[config.mk]
export PLATFORM = sky130hd
export DESIGN_NAME = nco_sweep_ctrl
export DESIGN_NICKNAME = d
export VERILOG_FILES = /design/src/rtl/nco_sweep_ctrl.sv
export SDC_FILE = /design/constraint.sdc
export NUM_CORES = 1
export LEC_CHECK = 0
export CORE_MARGIN = 2
export CORE_UTILIZATION = 36
export DETAILED_ROUTE_END_ITERATION = 10
export GPL_TIMING_DRIVEN = 1
export SETUP_SLACK_MARGIN = 0.4
export SLEW_MARGIN = 20
export SYNTH_ARGS = -nofsm -noshare
export SYNTH_HDL_FRONTEND = slang
export SYNTH_SLANG_ARGS = --single-unit
[constraint.sdc]
create_clock -name clk -period 6.1 [get_ports clk]
set_input_delay 0.61 -clock clk [delete_from_list [all_inputs] [get_ports clk]]
set_output_delay 0.61 -clock clk [all_outputs]
set_load 0.01 [all_outputs]
[src/rtl/nco_sweep_ctrl.sv]
// Sweep sequencer for the NCO ctrl trim: steps ctrl from a start value to a stop
// value with a per-value dwell, in single, repeat or triangle mode.
module nco_sweep_ctrl #(
  parameter int CTRL_W  = 24,
  parameter int DWELL_W = 16
) (
  input  logic                     clk,
  input  logic                     rst_n,
  input  logic                     ena,
  input  logic                     start,
  input  logic                     abort,
  input  logic [1:0]               mode,
  input  logic signed [CTRL_W-1:0] start_val,
  input  logic signed [CTRL_W-1:0] stop_val,
  input  logic [CTRL_W-1:0]        step,
  input  logic [DWELL_W-1:0]       dwell,
  output logic signed [CTRL_W-1:0] ctrl,
  output logic                     busy,
  output logic                     done,
  output logic                     step_strobe,
  output logic                     dir,
  output logic                     dbg_state
);

  // Request handshake: start and abort are single-cycle requests taken on any
  // enabled edge (ena=1); there is no ready. Abort has priority over start, and
  // start is only taken in IDLE. Nothing is accepted while ena=0.

  typedef enum logic {S_IDLE = 1'b0, S_RUN = 1'b1} state_t;

  // Two guard bits: an unsigned full-scale step added to a full-scale ctrl
  // still fits without wrapping.
  localparam int XW = CTRL_W + 2;

  state_t                     r_state;
  logic signed [CTRL_W-1:0]   r_ctrl;
  logic                       r_busy;
  logic                       r_done;
  logic                       r_strobe;
  logic                       r_dir;
  logic [DWELL_W-1:0]         r_cnt;
  logic [1:0]                 r_mode;
  logic signed [CTRL_W-1:0]   r_start;
  logic signed [CTRL_W-1:0]   r_stop;
  logic [CTRL_W-1:0]          r_step;
  logic [DWELL_W-1:0]         r_dwell;
  logic                       r_to_stop;

  logic signed [CTRL_W-1:0]   w_target;
  logic signed [CTRL_W-1:0]   w_turn_target;
  logic signed [CTRL_W-1:0]   w_adv;
  logic signed [CTRL_W-1:0]   w_turn;

  function automatic logic signed [CTRL_W-1:0] advance(
    input logic signed [CTRL_W-1:0] cur,
    input logic signed [CTRL_W-1:0] tgt,
    input logic [CTRL_W-1:0]        stp,
    input logic                     desc
  );
    logic signed [XW-1:0] x_cur;
    logic signed [XW-1:0] x_tgt;
    logic signed [XW-1:0] x_stp;
    logic signed [XW-1:0] x_nxt;
    logic                 reached;
    x_cur   = {{2{cur[CTRL_W-1]}}, cur};
    x_tgt   = {{2{tgt[CTRL_W-1]}}, tgt};
    x_stp   = {2'b00, stp};
    x_nxt   = desc ? (x_cur - x_stp) : (x_cur + x_stp);
    reached = desc ? (x_nxt <= x_tgt) : (x_nxt >= x_tgt);
    return reached ? tgt : CTRL_W'(x_nxt);
  endfunction

  assign w_target      = r_to_stop ? r_stop : r_start;
  assign w_turn_target = r_to_stop ? r_start : r_stop;
  assign w_adv         = advance(r_ctrl, w_target, r_step, r_dir);
  assign w_turn        = advance(r_ctrl, w_turn_target, r_step, ~r_dir);

  always_ff @(posedge clk) begin
    if (!rst_n) begin
      r_state   <= S_IDLE;
      r_ctrl    <= '0;
      r_busy    <= 1'b0;
      r_done    <= 1'b0;
      r_strobe  <= 1'b0;
      r_dir     <= 1'b0;
      r_cnt     <= '0;
      r_mode    <= '0;
      r_start   <= '0;
      r_stop    <= '0;
      r_step    <= '0;
      r_dwell   <= '0;
      r_to_stop <= 1'b0;
    end else if (ena) begin
      r_strobe <= 1'b0;
      r_done   <= 1'b0;
      if (abort) begin
        r_state <= S_IDLE;
        r_busy  <= 1'b0;
      end else begin
        case (r_state)
          S_IDLE: begin
            if (start) begin
              r_mode    <= mode;
              r_start   <= start_val;
              r_stop    <= stop_val;
              r_step    <= (step == '0) ? CTRL_W'(1) : step;
              r_dwell   <= dwell;
              r_ctrl    <= start_val;
              r_strobe  <= 1'b1;
              r_busy    <= 1'b1;
              r_cnt     <= dwell;
              r_dir     <= (stop_val < start_val);
              r_to_stop <= 1'b1;
              r_state   <= S_RUN;
            end
          end
          S_RUN: begin
            if (r_cnt != '0) begin
              r_cnt <= r_cnt - DWELL_W'(1);
            end else if (r_ctrl != w_target) begin
              r_ctrl   <= w_adv;
              r_strobe <= 1'b1;
              r_cnt    <= r_dwell;
            end else begin
              case (r_mode)
                2'd1: begin
                  r_ctrl   <= r_start;
                  r_strobe <= 1'b1;
                  r_cnt    <= r_dwell;
                end
                2'd2: begin
                  // Turn around and take the first step of the new leg now.
                  r_to_stop <= ~r_to_stop;
                  r_dir     <= ~r_dir;
                  r_ctrl    <= w_turn;
                  r_strobe  <= 1'b1;
                  r_cnt     <= r_dwell;
                end
                default: begin
                  r_state <= S_IDLE;
                  r_busy  <= 1'b0;
                  r_done  <= 1'b1;
                end
              endcase
            end
          end
          default: r_state <= S_IDLE;
        endcase
      end
    end
  end

  assign ctrl        = r_ctrl;
  assign busy        = r_busy;
  assign done        = r_done;
  assign step_strobe = r_strobe;
  assign dir         = r_dir;
  assign dbg_state   = r_state;

endmodule

==> After elaboration in Yosys (flattened, before gate mapping) <==
Cells that the tools add are included.
{ "classes": {"reduce_logical": 8, "order_cmp": 5, "muxes": 48, "n_addsub": 3, "eq_ne": 13, "bitwise": 4} }
{ "ops": {"columns": ["op", "count"], "rows": [
  ["$mux W24", 8],
  ["$pmux W24 S2", 2],
  ["$mux W16", 4],
  ["$ge A26 B24 Y1", 2],
  ["$le A26 B24 Y1", 2],
  ["$mux W26", 2],
  ["$pmux W16 S2", 1],
  ["$add A24 B25 Y26", 1],
  ["$mux W1", 26],
  ["$sub A24 B25 Y26", 1],
  ["$logic_not A24 Y1", 1],
  ["$lt A24 B24 Y1", 1],
  ["$ne A24 B24 Y1", 1],
  ["$reduce_bool A16 Y1", 1],
  ["$sub A16 B1 Y16 const B", 1],
  ["$ne A3 B3 Y1 const B", 4],
  ["$pmux W1 S2", 5],
  ["$reduce_and A5 Y1", 2],
  ["$reduce_and A4 Y1", 2],
  ["$ne A2 B2 Y1 const B", 3],
  ["$reduce_and A6 Y1", 1],
  ["$ne A4 B1 Y1 const B", 1],
  ["$ne A4 B2 Y1 const B", 1],
  ["$not A1 Y1", 4],
  ["other kinds (4)", 4]
]} }
{ "word_totals": {"wordCells": 94, "output_inout_bits": 29, "regBits": 136} }

==> Logic depth before layout (Yosys ltp) <==
{ "logic_depth": {"depth_word": 9, "ltp_mapped": 27, "ltp_nobuf": 25} }

==> Worst setup path after synthesis <==
No wires, ideal clock.
{ "synth_timing": {"kind": "reg2reg", "start": "register r_ctrl[0] (netlist: ctrl[0])", "end": "register r_ctrl[23] (netlist: ctrl[23])", "stages_incl_launch_ff": 25, "required_time_ps": 6030, "n_path_buf": 0, "setup_slack_ps": 800, "t_arrival_ps": 5230, "period_less_slack_ps": 5300, "setup_ps": 70, "path_cell_list": "dfxtp_1 > inv_1 > ha_1 > inv_1 > fa_1 > a21oi_1 > o211ai_1 > a21oi_1 > o31ai_1 > a311oi_1 > nor2_1 > o21ba_2 > o21ai_0 > o21ai_0 > xnor2_1 > ha_1 > nand4_1 > or4_1 > o31ai_1 > mux2i_1 > mux2i_2 > inv_1 > nor3_1 > a221oi_1 > a21oi_1"} }
{ "synth_via": {"elab_chain_cells": 9} }
{ "synth_rtl": {"columns": ["element", "line_no", "source"], "rows": [
  ["from (decl)", "36", "logic signed [CTRL_W-1:0] r_ctrl;"],
  ["from (signal assigned)", "108", "r_ctrl <= start_val;"],
  ["from (signal assigned)", "121", "r_ctrl <= w_adv;"],
  ["from (signal assigned)", "127", "r_ctrl <= r_start;"],
  ["$sub A24 B25 Y26 / $add A24 B25 Y26 (equally long branches)", "68", "x_nxt = desc ? (x_cur - x_stp) : (x_cur + x_stp);"],
  ["$mux W26", "68", null],
  ["$le A26 B24 Y1 / $ge A26 B24 Y1 (equally long branches)", "69", "reached = desc ? (x_nxt <= x_tgt) : (x_nxt >= x_tgt);"],
  ["$mux W1", "69", null],
  ["$mux W24", "70", "return reached ? tgt : CTRL_W'(x_nxt);"],
  ["$pmux W24 S2", "125", "case (r_mode)"],
  ["$mux W24", "120", "end else if (r_ctrl != w_target) begin"],
  ["$mux W24", "118", "if (r_cnt != '0) begin"],
  ["$pmux W24 S2", "100", "case (r_state)"]
]} }
Parallel ways exist; a longest one is shown, timed or not. The select of a mux whose other input is x is not followed.
A chain may end at the register's enable or synchronous reset.

==> Final worst setup path <==
{ "layout_timing": {"start": "register r_step[3]", "end": "register r_ctrl[11] (netlist: ctrl[11])"} }
{ "layout_via": {"elab_chain_cells": 9} }
{ "layout_rtl": {"columns": ["element", "line_no", "source"], "rows": [
  ["from (decl)", "45", "logic [CTRL_W-1:0] r_step;"],
  ["from (signal assigned)", "106", "r_step <= (step == '0) ? CTRL_W'(1) : step;"],
  ["$sub A24 B25 Y26 / $add A24 B25 Y26 (equally long branches)", "68", null],
  ["$mux W26", "68", null],
  ["$le A26 B24 Y1 / $ge A26 B24 Y1 (equally long branches)", "69", null],
  ["$mux W1", "69", null],
  ["$mux W24", "70", null],
  ["$pmux W24 S2", "125", null],
  ["$mux W24 (*)", "120", null],
  ["$mux W24 (*)", "118", null],
  ["$pmux W24 S2 (*)", "100", null]
]} }
Mark *: on every way between the ends. The rest lies on a longest branch, timed or not. The select of a mux whose other input is x is not followed.

==> flow_metrics.env <==
export IMPL_outcome="completed"
export IMPL_drt_iter0_drc=1003
export IMPL_period_needed_ns=5.50
export IMPL_rsz0062_at_grt="true"
export IMPL_initial_core_util_pct=36.3
export IMPL_grt_ovfl_total=0
export IMPL_setup_viol=0
export IMPL_clock_latency_ns=0.44
export IMPL_die_area_um2=35000
export IMPL_drt_wirelength_per_cell_um=18.7
export IMPL_syn_inst=1589
export IMPL_hp_class="reg -> reg"
export IMPL_synth_cell_area_um2=12100
export IMPL_worstPathMaxFanout=6
export IMPL_synth_avg_cell_area_um2=7.60
export IMPL_yosysUniqueCellTypes=68
export IMPL_tns_ns=0
export IMPL_n_antenna_cell=0
export IMPL_ant_nets=0
export IMPL_synth_most_common_cell="nand2_1"
export IMPL_cts_clk_slew_worst_paths_ns=0.07
export IMPL_p_int_mw=2.22
export IMPL_final_nets=1945
export IMPL_antenna_found_initial=1
export IMPL_syn_num_nets=1814
export IMPL_dr_pass1_iters=5
export IMPL_synth_enable_flop_cells=0
export IMPL_area_growth_synth_to_final_pct=23.6
export IMPL_synth_commonest_cells="284 x nand2_1, 136 x dfxtp_1, 128 x ha_1"
export IMPL_synthArstFlopShare_pct=0
export IMPL_p_sw_share_pct=38.2
export IMPL_grtUsageMet3_pct=4.13
export IMPL_top_usage_layer="met2"
export IMPL_die_h_um=187
export IMPL_clock_sinks=136
export IMPL_clkPwrFrac_pct=31.3
export IMPL_cp_start_kind="flip-flop"
export IMPL_tightest_slew_ns=0.794
export IMPL_crit_top_cell="buf_4"
export IMPL_place_inst=2140
export IMPL_p_switching_mw=1.37
export IMPL_synthFlopType="dfxtp_1"
export IMPL_max_stage_delay_ns=0.52
export IMPL_io_pins=124
export IMPL_pwr_share_seq_pct=27.0
export IMPL_vias=12112
export IMPL_relSlewSlack_pct=47.1
export IMPL_synth_area_top_cells="dfxtp_1 23%, ha_1 13%, nand2_1 8.8%"
export IMPL_cp_top_family="compound AO/OA/AOI/OAI gates"
export IMPL_clk_path_buf_depth=2
export IMPL_crit_buf_inv=4
export IMPL_routed_wl_um=40700
export IMPL_ys_warn_count=0
export IMPL_post_dp_hpwl_um=31100
export IMPL_cts_root_buffer="clkbuf_16"
export IMPL_cellPowerDensity_nw_per_um2=241
export IMPL_cts_hold_buf=0
export IMPL_yosys_area_top_type="dfxtp_1"
export IMPL_finalCritPeriodShare_pct=90.2
export IMPL_htree_levels=4
export IMPL_grt_pass1_vias=11432
export IMPL_drv_slew=0
export IMPL_post_drt_via_cell_ratio=5.56
export IMPL_ys_ff_latch=136
export IMPL_use_met1_pct=32.0
export IMPL_io_buffers=123
export IMPL_die_w_um=187
export IMPL_hold_viol_final=0
export IMPL_fill_cells=3400
export IMPL_row_count=67
export IMPL_synth_top_cell_area_share_pct=22.6
export IMPL_track_usage_pct=22.8
export IMPL_gp_congestion=0.961
export IMPL_core_um2=33300
export IMPL_fin_worst_skew_ns=0.0171
export IMPL_synth_seq_area_share_pct=22.6
export IMPL_p_comb_share_pct=41.8
export IMPL_maxCapViolCount=0
export IMPL_gr_usage_met2_pct=35.3
export IMPL_cp_slowest_cell="or4_4"
export IMPL_grt_max_degree=81
export IMPL_drc=0
export IMPL_cts_buffers=17
export IMPL_cp_end_kind="flip-flop"
export IMPL_cp_arrival_ns=5.81
export IMPL_fmax_ghz=0.182
export IMPL_grt_pass1_wl_um=63400
export IMPL_irDropWorstVdd_mv=0.202
export IMPL_finalNonFillerCells=2180
export IMPL_crit_type="reg -> reg"
export IMPL_required_ns=6.40
export IMPL_drive_above_1_share_pct=9.18
export IMPL_p_leak_nw=6.02
export IMPL_cts_tree="yes"
-- cell type report --
type | instances | area [um2] | share of cell area [%]
Clock buffer | 17 | 425 | 2.85
Clock inverter | 14 | 188 | 1.26
Sequential cell | 136 | 2730 | 18.3
Multi-Input combinational cell | 1276 | 8850 | 59.3
Timing Repair Buffer | 202 | 1830 | 12.3
Tap cell | 448 | 561 | 3.76
Inverter | 87 | 327 | 2.19
-- metal layers --
layer  wire length (um)  part of all wire, %
met5                 13                0.032
met4               1030                  2.5
met3               2610                  6.4
met2              17700                   43
met1              19300                   48
-- logic make-up (layout without fill, tap and decap cells) --
family,Yosys count,in the layout,share of synthesized area (%)
flip-flops,136,136,22.6
XOR/XNOR,84,84,6.09
buffers and inverters,177,320,5.79
AO/OA/AOI/OAI,491,491,27.2
AND/OR/NAND/NOR,491,491,18.1
adder cells (fa/ha/maj),130,130,13.6
multiplexers,80,80,6.71
-- worst min-delay path, cell delays in order, from the launching register on --
cell and delay, ns:
dfxtp_1 0.31, nand2_1 0.05, a21boi_0 0.06
-- layout by cell type (no fill, tap or decap), types with 5 or more instances in the layout --
master           count
inv_6                6
nor3_1              29
inv_1               85
a221oi_1            19
a21oi_1            100
nand4_1             21
a211oi_1            12
a31oi_1             18
a21o_1              22
o21a_1               6
o21ai_0             88
nand2_1            284
buf_4               79
clkdlybuf4s50_1    122
nor4_1              16
o21bai_1             7
o21ai_1              5
o31ai_1              6
xor2_1               9
nor2_1              63
a22oi_1             15
ha_1               126
o211ai_1            40
nand3_1             19
a21boi_0            94
o211a_1             16
nand2b_1             9
xnor2_1             73
mux2i_1             75
dfxtp_2              6
nor2b_1             17
clkbuf_16           17
dfxtp_1            130
-- flip-flops by register name, indices dropped and copies added, names as in the netlist --
| name | cells |
|---|---|
| r_dwell | 16 |
| step_strobe | 1 |
| dbg_state | 1 |
| busy | 1 |
| r_to_stop | 1 |
| r_mode | 2 |
| dir | 1 |
| r_start | 24 |
| r_cnt | 16 |
| ctrl | 24 |
| r_step | 24 |
| r_stop | 24 |
| done | 1 |
-- path summary, 6_finish.rpt --
| path | slack, ns | end | start | depth (start not counted) |
|---|---|---|---|---|
| setup reg to reg | 0.60 | ctrl[11] | r_step[3] | 25 |
| hold / removal | 0.46 | r_dwell[14] | r_dwell[14] | 2 |
| setup / recovery | 0.60 | ctrl[11] | r_step[3] | 25 |
| hold reg to reg | 0.46 | r_dwell[14] | r_dwell[14] | 2 |
-- power groups by stage --
stage | registers [mW] | logic [mW] | clock network (mW)
2_1_floorplan | 0.977 | 0.912 | 0
3_3_place_gp | 0.985 | 1.40 | 0
3_5_place_dp | 0.986 | 1.42 | 0
4_1_cts | 0.966 | 1.44 | 1.14
5_1_grt | 0.973 | 1.64 | 1.17
6_report | 0.968 | 1.50 | 1.12
-- timing repair --
| item | CTS | global route |
|---|---|---|
| pin swaps | 2 | 11 |
| endpoints found under the setup margin | 10 | 24 |
| resized for setup | 8 | 31 |
| setup buffers | 3 | 6 |
-- through the flow --
stage          area [um2]  utilization, %  hold WS [ns]  power [mW]  worst slack [ns]
5_1_grt             14900            44.8         0.480        3.78             0.359
4_1_cts             14700            44.3         0.464        3.55             0.411
2_1_floorplan       12100               -         0.440        1.89             0.800
6_report            14900            44.8         0.464        3.59             0.598
3_5_place_dp        14100            42.3         0.456        2.40             0.197
3_3_place_gp        14100            42.3         0.451        2.38             0.309
Note: power is estimated with default switching activity, not from simulation.
